--- src/rtl/axi_rd_arbiter_pkg.sv ---
// Shared definitions for the AXI read-channel arbiter.
// Holds the AXI burst encoding, the AR id encodings for the two requesters
// and the arbiter FSM state type.
package axi_rd_arbiter_pkg;

  localparam logic [1:0] AXI_BURST_INCR = 2'b01;

  // arid values; the instruction side is requester 0, the data side is 1
  localparam int unsigned ARID_INST = 0;
  localparam int unsigned ARID_DATA = 1;

  typedef enum logic [1:0] {
    ST_IDLE = 2'd0,
    ST_AR   = 2'd1,
    ST_R    = 2'd2
  } state_e;

endpackage

--- src/rtl/axi_rd_arbiter_if.sv ---
// AXI read-channel (AR + R) bundle between the arbiter and the AXI bridge.
// Modports:
//   master - the arbiter side: drives ar* and rready, receives arready and r*
//   slave  - the bridge side: the mirror image of master
interface axi_rd_arbiter_if #(
  parameter int ID_W = 4
);
  logic [ID_W-1:0] arid;
  logic [31:0]     araddr;
  logic [7:0]      arlen;
  logic [2:0]      arsize;
  logic [1:0]      arburst;
  logic            arvalid;
  logic            arready;
  logic [ID_W-1:0] rid;
  logic [31:0]     rdata;
  logic            rlast;
  logic            rvalid;
  logic            rready;

  modport master (
    output arid, araddr, arlen, arsize, arburst, arvalid, rready,
    input  arready, rid, rdata, rlast, rvalid
  );

  modport slave (
    input  arid, araddr, arlen, arsize, arburst, arvalid, rready,
    output arready, rid, rdata, rlast, rvalid
  );
endinterface

--- src/rtl/axi_rd_arbiter_rr_arb2.sv ---
// Two-way round-robin arbiter.
// Ports:
//   clk, reset  - clock and synchronous active-high reset
//   req[1:0]    - request lines (bit 0 inst, bit 1 data)
//   take        - the caller accepts the current grant this cycle
//   grant_valid - at least one request is pending
//   grant_idx   - index of the granted requester
module axi_rd_arbiter_rr_arb2 (
  input  logic       clk,
  input  logic       reset,
  input  logic [1:0] req,
  input  logic       take,
  output logic       grant_valid,
  output logic       grant_idx
);

  logic last_grant;

  // A lone requester always wins; on contention the one not served last wins.
  always_comb begin
    grant_valid = |req;
    grant_idx   = 1'b0;
    if (req == 2'b11) begin
      grant_idx = ~last_grant;
    end else begin
      grant_idx = req[1];
    end
  end

  always_ff @(posedge clk) begin
    if (reset) begin
      last_grant <= 1'b0;
    end else if (take && grant_valid) begin
      last_grant <= grant_idx;
    end
  end

endmodule

--- src/rtl/axi_rd_arbiter.sv ---
// Shares one AXI read channel between the I-cache refill port (requester 0)
// and the D-cache refill / uncached-load port (requester 1). One burst is in
// flight at a time; the request is latched at grant and held on AR until
// accepted, then R beats are passed straight through to the owner.
// Ports:
//   clk, reset          - clock and synchronous active-high reset
//   i_* / d_*           - requester request, address-accept pulse and R beats
//   bus                 - AXI AR/R channel (master side)
//   len_err             - sticky error: wrong beat count at rlast or rid mismatch
module axi_rd_arbiter
  import axi_rd_arbiter_pkg::*;
#(
  parameter int ID_W  = 4,
  parameter int LEN_W = 4
) (
  input  logic             clk,
  input  logic             reset,
  input  logic             i_req,
  input  logic [31:0]      i_addr,
  input  logic [LEN_W-1:0] i_len,
  input  logic [2:0]       i_size,
  output logic             i_addr_ok,
  output logic             i_rvalid,
  output logic [31:0]      i_rdata,
  output logic             i_rlast,
  input  logic             d_req,
  input  logic [31:0]      d_addr,
  input  logic [LEN_W-1:0] d_len,
  input  logic [2:0]       d_size,
  output logic             d_addr_ok,
  output logic             d_rvalid,
  output logic [31:0]      d_rdata,
  output logic             d_rlast,
  axi_rd_arbiter_if.master bus,
  output logic             len_err
);

  state_e state, state_next;

  logic [ID_W-1:0]  arid_q;
  logic [31:0]      araddr_q;
  logic [LEN_W-1:0] len_q;
  logic [2:0]       size_q;
  logic [LEN_W-1:0] beat_cnt;

  logic grant_valid;
  logic grant_idx;
  logic owner_data;
  logic arvalid_c;
  logic rready_c;

  axi_rd_arbiter_rr_arb2 u_rr_arb2 (
    .clk         (clk),
    .reset       (reset),
    .req         ({d_req, i_req}),
    .take        (state == ST_IDLE),
    .grant_valid (grant_valid),
    .grant_idx   (grant_idx)
  );

  assign owner_data = (arid_q == ID_W'(ARID_DATA));

  assign bus.arid    = arid_q;
  assign bus.araddr  = araddr_q;
  assign bus.arlen   = 8'(len_q);
  assign bus.arsize  = size_q;
  assign bus.arburst = AXI_BURST_INCR;
  assign bus.arvalid = arvalid_c;
  assign bus.rready  = rready_c;

  // Read data goes to both ports; only the owner's rvalid qualifies it.
  assign i_rdata = bus.rdata;
  assign d_rdata = bus.rdata;

  always_ff @(posedge clk) begin
    if (reset) begin
      state <= ST_IDLE;
    end else begin
      state <= state_next;
    end
  end

  // Next state plus all handshake outputs; beats are forwarded in the same
  // cycle they arrive, so rvalid/rlast reach the owner combinationally.
  always_comb begin
    state_next = state;
    arvalid_c  = 1'b0;
    rready_c   = 1'b0;
    i_addr_ok  = 1'b0;
    d_addr_ok  = 1'b0;
    i_rvalid   = 1'b0;
    d_rvalid   = 1'b0;
    i_rlast    = 1'b0;
    d_rlast    = 1'b0;
    case (state)
      ST_IDLE: begin
        if (grant_valid) begin
          state_next = ST_AR;
        end
      end
      ST_AR: begin
        arvalid_c = 1'b1;
        if (bus.arready) begin
          i_addr_ok  = ~owner_data;
          d_addr_ok  = owner_data;
          state_next = ST_R;
        end
      end
      ST_R: begin
        rready_c = 1'b1;
        if (bus.rvalid) begin
          i_rvalid = ~owner_data;
          d_rvalid = owner_data;
          i_rlast  = ~owner_data & bus.rlast;
          d_rlast  = owner_data & bus.rlast;
          if (bus.rlast) begin
            state_next = ST_IDLE;
          end
        end
      end
      default: state_next = ST_IDLE;
    endcase
  end

  // Request latch at grant, beat counting and the sticky protocol check.
  always_ff @(posedge clk) begin
    if (reset) begin
      arid_q   <= '0;
      araddr_q <= '0;
      len_q    <= '0;
      size_q   <= '0;
      beat_cnt <= '0;
      len_err  <= 1'b0;
    end else begin
      case (state)
        ST_IDLE: begin
          if (grant_valid) begin
            arid_q   <= grant_idx ? ID_W'(ARID_DATA) : ID_W'(ARID_INST);
            araddr_q <= grant_idx ? d_addr : i_addr;
            len_q    <= grant_idx ? d_len : i_len;
            size_q   <= grant_idx ? d_size : i_size;
          end
        end
        ST_AR: begin
          if (bus.arready) begin
            beat_cnt <= '0;
          end
        end
        ST_R: begin
          if (bus.rvalid) begin
            beat_cnt <= beat_cnt + 1'b1;
            if ((bus.rid != arid_q) || (bus.rlast && (beat_cnt != len_q))) begin
              len_err <= 1'b1;
            end
          end
        end
        default: ;
      endcase
    end
  end

endmodule
--- src/flat_wrapper.sv ---
// flat-port wrapper written by rule: the top's interface ports become plain ports
module axi_rd_arbiter_flat import axi_rd_arbiter_pkg::*;
#(
  parameter int ID_W  = 4,
  parameter int LEN_W = 4
)
  (clk, reset, i_req, i_addr, i_len, i_size, i_addr_ok, i_rvalid, i_rdata, i_rlast, d_req, d_addr, d_len, d_size, d_addr_ok, d_rvalid, d_rdata, d_rlast, len_err, bus_arid, bus_araddr, bus_arlen, bus_arsize, bus_arburst, bus_arvalid, bus_rready, bus_arready, bus_rid, bus_rdata, bus_rlast, bus_rvalid);
  axi_rd_arbiter_if #(.ID_W(ID_W)) bus_i ();
  input  logic clk;
  input  logic reset;
  input  logic i_req;
  input  logic [31:0] i_addr;
  input  logic [LEN_W-1:0] i_len;
  input  logic [2:0] i_size;
  output logic i_addr_ok;
  output logic i_rvalid;
  output logic [31:0] i_rdata;
  output logic i_rlast;
  input  logic d_req;
  input  logic [31:0] d_addr;
  input  logic [LEN_W-1:0] d_len;
  input  logic [2:0] d_size;
  output logic d_addr_ok;
  output logic d_rvalid;
  output logic [31:0] d_rdata;
  output logic d_rlast;
  output logic len_err;
  output wire logic [$bits(bus_i.arid)-1:0] bus_arid;
  output wire logic [$bits(bus_i.araddr)-1:0] bus_araddr;
  output wire logic [$bits(bus_i.arlen)-1:0] bus_arlen;
  output wire logic [$bits(bus_i.arsize)-1:0] bus_arsize;
  output wire logic [$bits(bus_i.arburst)-1:0] bus_arburst;
  output wire logic [$bits(bus_i.arvalid)-1:0] bus_arvalid;
  output wire logic [$bits(bus_i.rready)-1:0] bus_rready;
  input wire logic [$bits(bus_i.arready)-1:0] bus_arready;
  input wire logic [$bits(bus_i.rid)-1:0] bus_rid;
  input wire logic [$bits(bus_i.rdata)-1:0] bus_rdata;
  input wire logic [$bits(bus_i.rlast)-1:0] bus_rlast;
  input wire logic [$bits(bus_i.rvalid)-1:0] bus_rvalid;
  assign bus_arid = bus_i.arid;
  assign bus_araddr = bus_i.araddr;
  assign bus_arlen = bus_i.arlen;
  assign bus_arsize = bus_i.arsize;
  assign bus_arburst = bus_i.arburst;
  assign bus_arvalid = bus_i.arvalid;
  assign bus_rready = bus_i.rready;
  assign bus_i.arready = bus_arready;
  assign bus_i.rid = bus_rid;
  assign bus_i.rdata = bus_rdata;
  assign bus_i.rlast = bus_rlast;
  assign bus_i.rvalid = bus_rvalid;
  axi_rd_arbiter #(.ID_W(ID_W), .LEN_W(LEN_W)) u_core (.clk(clk), .reset(reset), .i_req(i_req), .i_addr(i_addr), .i_len(i_len), .i_size(i_size), .i_addr_ok(i_addr_ok), .i_rvalid(i_rvalid), .i_rdata(i_rdata), .i_rlast(i_rlast), .d_req(d_req), .d_addr(d_addr), .d_len(d_len), .d_size(d_size), .d_addr_ok(d_addr_ok), .d_rvalid(d_rvalid), .d_rdata(d_rdata), .d_rlast(d_rlast), .bus(bus_i), .len_err(len_err));
endmodule
--- config.mk ---
export PLATFORM = sky130hd
export DESIGN_NAME = axi_rd_arbiter_flat
export DESIGN_NICKNAME = d
export VERILOG_FILES = /design/src/rtl/axi_rd_arbiter_pkg.sv /design/src/rtl/axi_rd_arbiter_if.sv /design/src/rtl/axi_rd_arbiter_rr_arb2.sv /design/src/rtl/axi_rd_arbiter.sv /design/src/flat_wrapper.sv
export SDC_FILE = /design/constraint.sdc
export NUM_CORES = 1
export LEC_CHECK = 0
export ABC_AREA = 1
export BUFFER_PORTS_ARGS = -buffer_cell sky130_fd_sc_hd__buf_2
export CAP_MARGIN = 20
export CORE_AREA = 2 2 94 96
export CTS_BUF_LIST = sky130_fd_sc_hd__clkbuf_4
export CTS_CLUSTER_DIAMETER = 50
export DETAILED_ROUTE_END_ITERATION = 10
export DIE_AREA = 0 0 96 98
export GPL_ROUTABILITY_DRIVEN = 0
export GPL_TIMING_DRIVEN = 0
export PLACE_DENSITY = 0.74
export SLEW_MARGIN = 20
export SYNTH_ARGS = -nofsm -noshare
export SYNTH_HDL_FRONTEND = slang
export SYNTH_SLANG_ARGS = --single-unit
export TNS_END_PERCENT = 20
--- constraint.sdc ---
create_clock -name clk -period 1.4 [get_ports clk]
set_clock_uncertainty 0.1 [all_clocks]
set_input_delay 0.28 -clock clk [delete_from_list [all_inputs] [get_ports clk]]
set_output_delay 0.28 -clock clk [all_outputs]
set_load 0.005 [all_outputs]
### Word-level counts from Yosys, hierarchy flattened

Cells that the tools add are included.

| cells by class | value |
|---|---|
| equality and inequality tests | 10 |
| bitwise operators | 4 |
| $add $sub $neg | 1 |
| reduce and logical (&&, ||, !) cells | 10 |
| muxes and demuxes | 27 |

Operator list:

| cell | number |
|---|---|
| $mux W32 | 1 |
| $mux W1 | 16 |
| $mux W4 | 3 |
| $mux W2 | 4 |
| $ne A4 B4 Y1 | 2 |
| $pmux W4 S2 | 1 |
| $ne A2 B2 Y1 const B | 3 |
| $pmux W2 S3 | 1 |
| $reduce_and A3 Y1 | 2 |
| $add A4 B1 Y4 const B | 1 |
| $eq A2 B2 Y1 const B | 2 |
| $eq A4 B1 Y1 const B | 1 |
| $reduce_and A4 Y1 | 1 |
| $mux W3 | 1 |
| $and A1 B1 Y1 | 2 |
| $eq A2 B1 Y1 const B | 1 |
| $logic_and A1 B1 Y1 | 2 |
| $logic_not A2 Y1 | 1 |
| $ne A2 B1 Y1 const B | 1 |
| $not A1 Y1 | 2 |
| $reduce_and A2 Y1 | 1 |
| $reduce_bool A2 Y1 | 1 |
| $reduce_or A2 Y1 | 1 |
| $logic_or A1 B1 Y1 | 1 |

| word-level totals | value |
|---|---|
| bits in registers | 51 |
| output and inout port bits | 122 |
| bits of input ports | 121 |
| word-level logic and storage cells | 60 |

### Logic depth before layout (Yosys ltp)

Gate-level depths: netlist (run 1).

| logic depth | value |
|---|---|
| depth after elaboration | 5 |
| depth in mapped cells | 9 |
| depth with buffers taken out | 9 |

### Cells and area by module

From an unflattened synthesis (run 1), not the netlist that was laid out.

| unflattened totals | value |
|---|---|
| cells, all modules | 422 |
| area total of the unflattened synthesis | 2919.0 sq um |

Modules (own cells, without submodules):

| module | instances | cells each | area an instance (sq um) | seq. area each (sq um) |
|---|---|---|---|---|
| axi_rd_arbiter | 1 | 414 | 2859.0 | 940.9 |
| axi_rd_arbiter_rr_arb2 | 1 | 8 | 60.1 | 20.0 |

### Worst setup path after synthesis (run 1)

Ideal clock, no wire load.

| path | value |
|---|---|
| kind | flip-flop to flip-flop |
| from | register u_core.bus.arid[0] (netlist name) |
| to | register u_core.araddr_q[20] (netlist: u_core.bus.araddr[20]) |
| arrival time | 1.087 ns |
| slack | 0.077 ns |
| library setup time | 0.136 ns |
| required time | 1.164 ns |
| period minus slack after synthesis | 1.323 ns |
| stages on the path, launching flop included | 8 |
| buffers on the path | 3 |
| path through | dfxtp_1 buf_2 a21oi_4 inv_2 buf_2 buf_4 nand2_1 a31oi_1 |

RTL lines:

| item | line | source |
|---|---|---|
| end signal: assignment | axi_rd_arbiter.sv:139 | `araddr_q <= grant_idx ? d_addr : i_addr;` |
| end: declaration | axi_rd_arbiter.sv:41 | `logic [31:0] araddr_q;` |

### Worst setup path after layout (run 1)

| path | value |
|---|---|
| from | register u_core.state[1] |
| to | output d_rlast |

| between the ends | value |
|---|---|
| longest elaborated chain between the ends | 2 |

Ends and longest elaborated chain:

| item | line | source |
|---|---|---|
| start: declaration | axi_rd_arbiter.sv:38 | `state_e state, state_next;` |
| start signal: assignment | axi_rd_arbiter.sv:79 | `state <= state_next;` |
| $eq A2 B2 Y1 | axi_rd_arbiter.sv:95 | `case (state)` |
| $mux W1 | axi_rd_arbiter.sv:95 |  |
| end: declaration | flat_wrapper.sv:26 | `output logic d_rlast;` |

No other way between the ends.

==> metrics.cfg, run 1 <==
[sta]
period_needed_ps = 1590
max_freq_ghz = 0.630
drv_slew = 0
rsz0062_at_grt = yes
finalSetupViolCount = 38
hold_viol = 0
layout_worst_path_cycle_share_pct = 113
setup_ws_ps = -187

[floorplanning]
row_count = 34
fp.dieArea_sq_um = 9410
die_y_um = 98
core_region_area_sq_um = 8470
die_w_um = 96
io_pins = 243
start_util_pct = 32.0

[finish]
drive_above_1_share_pct = 54.9
seqCellArea_sq_um = 950
syn_to_final_growth_pct = 54.5
fin_cells = 713
layout.nets = 727
layout_commonest_cell = buf_2
fillerInstances = 870
layout_common_cells = 202 x buf_2, 99 x nand2_1, 81 x buf_4, 44 x dfxtp_1, 39 x a31oi_1
n_antenna_cell = 0
layout.cell_area.non_filler_sq_um = 4190
multiInputGateArea_sq_um = 1100

[logic_synthesis]
ys_types = 23
syn_inst = 379
syn_area_sq_um = 2710
ys_ff_latch = 47
yosysWarnings = 0
synth-seq-area-share_pct = 34.7
syn_area_per_cell_sq_um = 7.15

[power]
power_uw = 3440
switchingPower_uw = 1080
p_leak_uw = 0.00229
clkPwrFrac_pct = 17.3
p_comb_share_pct = 36.5
power_density_nw_per_um2 = 822
intPower_uw = 2360
switching_share_pct = 31.5
power_frac_seq_pct = 46.2
peakVddDrop_uv = 404

[global_routing]
grt_max_degree = 14
overflow = 0
antenna_found_initial = 0
grt_pass1_vias = 2875
gr-usage-all-layers_pct = 16.7
grt_pass1_wl_um = 12800

[setup_path]
worst-setup-path-type = flip-flop to output port
start_kind = flip-flop
end_kind = output port
arrival_ps = 1210
rr_worst_depth = 8
required_ps = 1020
cp_max_fo = 6

[min_path]
hold_depth = 2
worstHoldPathType = input pin to flip-flop

[cts]
cts-buffers-inserted = 5
htreeDepth = 2
clkTransAtPathRegs_ps = 140
postCtsHoldBufs = 0
clk_latency_ps = 350
root_buffer = clkbuf_4
cts_buffer_depth = 2
cts_tree = built
cts.sinks = 47

[outcome]
violations = negative setup slack
status = finished with violations

[placement]
place_area_sq_um = 3880
dp_cells = 695
hpwl_um = 6760
port_buffers = 201

[detailed_routing]
drc = 0
ant_nets = 0
dr.pass1.iters = 4
wl_per_cell_um = 11.9
wirelength_um = 8470
routed_via_density = 4.40
via_count = 3136
drt_iter0_markers = 72

[flow_run]
drv_cap = 0

## critical path, stage by stage (launching register included)
cell	delay, ps
dfxtp_4	390
inv_2	40
nor2_4	110
nand2_4	90
nor3_2	100
buf_2	130
## metal layers
metal  track usage (%)  wire length, um  vias up
met5                 0                0        -
met4              2.31               51        0
met3              4.24              574        5
met2              30.7             4410      119
met1              19.6             3430     1401
li1                  -                -     1611
## metrics by stage
stage | hold WS, ps | worst slack (ps) | utilization (%) | setup TNS [ps]
after floorplan | 249 | 76.9 | - | 0
after global placement | 346 | -207 | 45.8 | -7150
after detailed placement | 345 | -253 | 45.8 | -7840
after CTS | 49.3 | -216 | 48.1 | -1540
after global routing | 33.6 | -290 | 49.5 | -5530
final | 63.5 | -187 | 49.5 | -2070
## state kept, by name, summed over array words and instances, names as in the netlist
signal	flops
u_core.bus.araddr	32
u_core.beat_cnt	4
u_core.len_q	4
u_core.bus.arsize	3
u_core.state	2
u_core.bus.arid	1
u_core.len_err	1
## path summary, 6_finish.rpt
kind,from,end,slack (ps)
min,reset,u_core.state[0],60
max reg2reg,u_core.state[0],u_core.bus.arid[0],-110
max,u_core.state[1],d_rlast,-190
min reg2reg,u_core.len_err,u_core.len_err,360
## kinds of logic after synthesis
family	share of synthesized area (%)
buffers and inverters	26.6
DFF	34.7
and+or+nand+nor	18.7
other	0.277
AOI/OAI and AO/OA	18.8
xor gates and xnor gates	0.323
adders and majority gates	0.462
## timing repair
item / 4_1_cts / 5_1_grt
pin swaps: 4 / 2
buffers inserted: 7 / 3
setup endpoints to repair: 50 / 50
gates cloned: 0 / 1
resized for setup: 32 / 48
## cell usage after synthesis
master / instances / area, sq um
nand2_1: 103 / 387
buf_4: 75 / 563
dfxtp_1: 47 / 941
a31oi_1: 39 / 244
o21ai_1: 21 / 105
inv_1: 18 / 67.6
o21ai_0: 18 / 90.1
clkbuf_1: 12 / 45.0
nor2_1: 9 / 33.8
a21oi_1: 8 / 40.0
buf_2: 7 / 35.0
nor3_1: 6 / 30.0
a211oi_1: 2 / 15.0
conb_1: 2 / 7.51
inv_2: 2 / 7.51
nand2_4: 2 / 22.5
nor2_2: 2 / 12.5
a21oi_4: 1 / 16.3
buf_1: 1 / 3.75
ha_1: 1 / 12.5
nor3_4: 1 / 16.3
or2_2: 1 / 6.26
xor2_1: 1 / 8.76
## cell type report
type,count,share of cell area (%)
sequential,47,22.7
multi-input combinational,224,26.4
inverter,20,1.79
clock inverter,2,0.209
tap,108,3.23
clock buffer,5,0.896
buffer,95,17.6
timing repair buffer,212,27.2
## power by group through the flow
stage	logic (uW)	registers, uW	clock network (uW)
2_1_floorplan	589	1620	0
3_3_place_gp	1080	1610	0
3_5_place_dp	1100	1610	0
4_1_cts	1170	1590	630
5_1_grt	1390	1610	691
6_report	1250	1590	597
(Power assumes the default switching activity.)
==> inputs of run 2 (changes only) <==
ABC_AREA = 0   (was 1)
CORE_AREA = 2 2 95 97   (was 2 2 94 96)
DIE_AREA = 0 0 97 99   (was 0 0 96 98)
==> run 2 against run 1 <==
Effect of this change:
- the run still ends with negative setup slack left
- critical path depth down 1
- critical endpoint is now i_rlast
- largest cell class unchanged
- non-clock buffer count increased by 10
- combinational power grew 9.6%
- critical path type unchanged
==> metrics.cfg, run 2 <==
[detailed_routing]
ant_nets = 0
routed_via_density = 4.76
drt_iter0_markers = 96
dr.pass1.iters = 4
drc = 0
via_count = 3333
wirelength_um = 9580
wl_per_cell_um = 13.7

[floorplanning]
start_util_pct = 33.5
die_w_um = 97
die_y_um = 99
io_pins = 243
core_region_area_sq_um = 8550
row_count = 34
fp.dieArea_sq_um = 9600

[logic_synthesis]
syn_inst = 361
yosysWarnings = 0
synth_top_area_share_pct = 32.8
synth_area_leaders = dfxtp_1 33%, buf_4 20%, nand2_1 11%, a311oi_1 8.9%, a21oi_1 7.5%
syn_area_sq_um = 2870
synth_edf_count = 0
synth-seq-area-share_pct = 32.8
synthFlopType = dfxtp_1
synth_most_common_cell = nand2_1
ys_ff_latch = 47
ys_types = 37
yosys.area.top_type = dfxtp_1
synth_common_cells = 83 x nand2_1, 76 x buf_4, 47 x dfxtp_1
syn_area_per_cell_sq_um = 7.94
synthArstFlopShare_pct = 0

[sta]
rsz0062_at_grt = yes
period_needed_ps = 1760
hold_viol = 0
finalSetupViolCount = 22
tightest_slew_ps = 636
layout_worst_path_cycle_share_pct = 126
slew_headroom_pct = 57.6
setup_ws_ps = -357
drv_slew = 0
max_freq_ghz = 0.569
totalNegativeSetupSlack_ps = -2770

[outcome]
violations = negative setup slack
status = finished with violations

[global_routing]
overflow = 0
grt_pass1_wl_um = 14400
antenna_found_initial = 1
grt_max_degree = 15
grt_pass1_vias = 3056
gr-usage-all-layers_pct = 18.2

[finish]
layout_common_cells = 202 x buf_2, 89 x buf_4, 83 x nand2_1, 44 x dfxtp_1, 43 x a21oi_1
fin_util_pct = 51.6
drive_above_1_share_pct = 57.2
layout_commonest_cell = buf_2
layout.nets = 712
largest_reg_flops = 32
syn_to_final_growth_pct = 53.8

[cts]
cts-buffers-inserted = 5
clk_latency_ps = 360
cts_tree = built
cts_buffer_depth = 2
htreeDepth = 2
clkTransAtPathRegs_ps = 150
postCtsHoldBufs = 0
cts.sinks = 47
root_buffer = clkbuf_4

[placement]
hpwl_um = 7210
port_buffers = 200
pre_cts_ws_ps = -371

[setup_path]
required_ps = 1020
cp_max_fo = 5
crit_start = u_core.state[0]
start_kind = flip-flop
rr_worst_depth = 5
worst-setup-path-type = flip-flop to output port
reg2reg_setup_slack_ps = -120
r2r_end = u_core.len_err
end_kind = output port
r2r_start = u_core.state[1]
arrival_ps = 1380

[min_path]
hold_depth = 2
worstHoldPathType = input pin to flip-flop
worstHoldStart = bus_arready
hold_end = u_core.state[0]

[power]
power_density_nw_per_um2 = 854
peakVddDrop_uv = 406
p_leak_uw = 0.00229
power_uw = 3770

[flow_run]
drv_cap = 0

[run 2: timing repair]
| action | in CTS | in global routing |
|---|---|---|
| cloned | 0 | 1 |
| endpoints found under the setup margin | 51 | 51 |
| pin swaps | 2 | 4 |
| gates resized for setup | 28 | 34 |
| buffers inserted | 8 | 6 |
[run 2: stage by stage]
stage | area, sq um | cells | hold WS [ps]
2_1_floorplan | 2890 | 368 | 297
3_3_place_gp | 4030 | 676 | 375
3_5_place_dp | 4030 | 676 | 380
4_1_cts | 4230 | 692 | 32.8
5_1_grt | 4410 | 700 | 41.6
6_report | 4410 | 700 | 38.4
[run 2: logic make-up (layout without fill, tap and decap cells)]
group / Yosys count / count (layout) / synth area share [%]
other: 2 / 10 / 0.262
flip-flops: 47 / 47 / 32.8
AND/OR/NAND/NOR: 108 / 108 / 15.9
buffers and inverters: 105 / 328 / 24.5
adder cells (fa/ha/maj): 1 / 1 / 0.436
AO/OA/AOI/OAI: 92 / 92 / 24.3
XOR/XNOR: 6 / 6 / 1.83
[run 2: worst max path at each step]
stage                                       end  depth (start not counted)
final                                   i_rlast                          4
after CTS                               i_rlast                          4
after floorplan           u_core.bus.araddr[23]                          5
after global routing                    i_rlast                          4
after detailed placement  u_core.bus.araddr[11]                          4
after global placement    u_core.bus.araddr[14]                          4
[run 2: metal layers]
metal / part of all wire (%) / GRT usage, % / up-vias
li1: - / - / 1627
met1: 39 / 21.4 / 1508
met2: 52 / 33.4 / 184
met3: 7.7 / 3.19 / 14
met4: 1.4 / 5.85 / 0
met5: 0 / 0 / -
[run 2: critical path, cell delays in order (launching register included)]
cell,delay (ps)
dfxtp_2,360
buf_6,120
and3b_2,260
and3_4,190
buf_6,90
[run 2: where the power goes]
group          internal (uW)  switching (uW)
sequential              1490            90.8
combinational            754             613
clock                    368             453
total                   2610            1160
[run 2: area by class of cell]
type / instances / area [sq um]
fill: 809 / 4140
multi-input combinational: 216 / 1290
timing repair buffer: 215 / 1170
sequential: 47 / 947
buffer: 102 / 777
tap: 108 / 135
clock inverter: 3 / 38.8
clock buffer: 5 / 37.5
inverter: 3 / 11.3
antenna: 1 / 2.50
==> inputs of run 3 (changes only) <==
SETUP_SLACK_MARGIN = 0.1   (was unset)
==> run 3 against run 2 <==
Effect of this change:
- the flow still finishes with violations (negative setup slack)
- die area did not move
- sequential share of layout area rose by 0.93 points
- routed wire length fell by 6.3%
- hold slack improved by 17 ps
- utilization fell by 2.0 points
- via count fell by 2.4%
- critical path depth did not move
- sequential cell count did not move
- largest power group unchanged
==> metrics.cfg, run 3 (synthesized netlist as in run 2, its figures left out) <==
[outcome]
status = finished with violations
violations = negative setup slack

[setup_path]
slowest_stage = dfxtp_2
r2r_start = u_core.state[0]
r2r_end = u_core.bus.araddr[6]
required_ps = 1020
rr_worst_depth = 5
reg2reg_setup_slack_ps = -210
worst-setup-path-type = flip-flop to output port
arrival_ps = 1310
path_cells = buf_6 -> nand3b_1 -> nor2_1 -> buf_2
cp_top_family = simple AND/OR/NAND/NOR gates
start_kind = flip-flop
critPathBufInv = 2
cp_max_fo = 8
end_kind = output port
cpPeakStageDelay_ps = 350

[power]
p_leak_uw = 0.00222
power_density_nw_per_um2 = 822
peakVddDrop_uv = 375

[global_routing]
gr-usage-all-layers_pct = 17.1
grt_pass1_wl_um = 13700
grt_pass1_vias = 3023
grt_max_degree = 14
antenna_found_initial = 0
overflow = 0

[detailed_routing]
dr.pass1.iters = 4
via_count = 3253
drt_iter0_markers = 85
ant_nets = 0
wl_per_cell_um = 13.0
drc = 0
wirelength_um = 8980
routed_via_density = 4.71

[sta]
period_needed_ps = 1690
layout_worst_path_cycle_share_pct = 120
slew_headroom_pct = 59.2
hold_ws_ps = 55.3
finalSetupViolCount = 49
rsz0062_at_grt = yes
hold_viol = 0
max_freq_ghz = 0.593
tightest_slew_ps = 612
setup_ws_ps = -286
drv_slew = 0

[floorplanning]
start_util_pct = 33.5
die_w_um = 97
row_count = 34
fp.dieArea_sq_um = 9600
io_pins = 243
die_y_um = 99
core_region_area_sq_um = 8550

[cts]
clk_latency_ps = 350
htreeDepth = 2
cts.sinks = 47
cts_tree = built
root_buffer = clkbuf_4
cts_buffer_depth = 2
clkTransAtPathRegs_ps = 130
cts-buffers-inserted = 5

[finish]
layout_common_cells = 202 x buf_2, 83 x nand2_1, 80 x buf_4, 42 x a21oi_1, 42 x dfxtp_1
drive_above_1_share_pct = 56.6
layout.nets = 704
syn_to_final_growth_pct = 47.8
fin_util_pct = 49.6
layout_commonest_cell = buf_2
largest_reg_flops = 32
n_antenna_cell = 0

[min_path]
worstHoldPathType = input pin to flip-flop
hold_depth = 2
hold_end = u_core.state[0]
worstHoldStart = bus_arready

[placement]
port_buffers = 200
hpwl_um = 7040

[flow_run]
drv_cap = 0

run 3: worst max-delay path by stage:
stage | from | slack [ps] | cells past startpoint | endpoint
2_1_floorplan | d_req | 30 | 6 | u_core.bus.araddr[23]
3_3_place_gp | u_core.state[0] | -320 | 4 | u_core.bus.araddr[18]
3_5_place_dp | u_core.state[0] | -370 | 4 | u_core.bus.araddr[6]
4_1_cts | u_core.state[0] | -320 | 4 | i_rlast
5_1_grt | u_core.state[0] | -390 | 4 | d_rvalid
6_report | u_core.state[1] | -290 | 4 | i_addr_ok
run 3: area by class of cell:
type                            instances  area, sq um
Buffer                                102          748
Inverter                                3         11.3
Tap cell                              108          135
Sequential cell                        47          950
Fill cell                             856         4310
Clock inverter                          1         5.00
Timing Repair Buffer                  207         1060
Multi-Input combinational cell        216         1270
Clock buffer                            7         52.6
run 3: metrics by stage:
stage	total power, uW	setup TNS (ps)	instance area (sq um)	instances	setup WS, ps
5_1_grt	3700	-12540	4240	691	-387
2_1_floorplan	2290	0	2900	368	29.6
3_3_place_gp	2770	-11800	4040	676	-318
4_1_cts	3500	-4500	4190	688	-324
6_report	3480	-7460	4240	691	-286
3_5_place_dp	2800	-12860	4040	676	-375
run 3: repair_timing:
action,CTS,global route
pin swaps,2,2
endpoints found under the setup margin,52,55
buffers inserted,3,3
gates resized for setup,30,7
hold buffers,0,0
cloned,1,0
run 3: where the power goes:
part           total [uW]  switching, uW  internal, uW
logic                1250            577           669
registers            1580           93.7          1490
clock network         657            421           236
run 3: layer usage:
metal,part of all wire [%],GRT usage (%),vias up
met1,40,20.1,1483
met4,0.55,4.01,0
li1,-,-,1615
met3,7.1,2.91,2
met5,0,0,-
met2,52,32.2,153
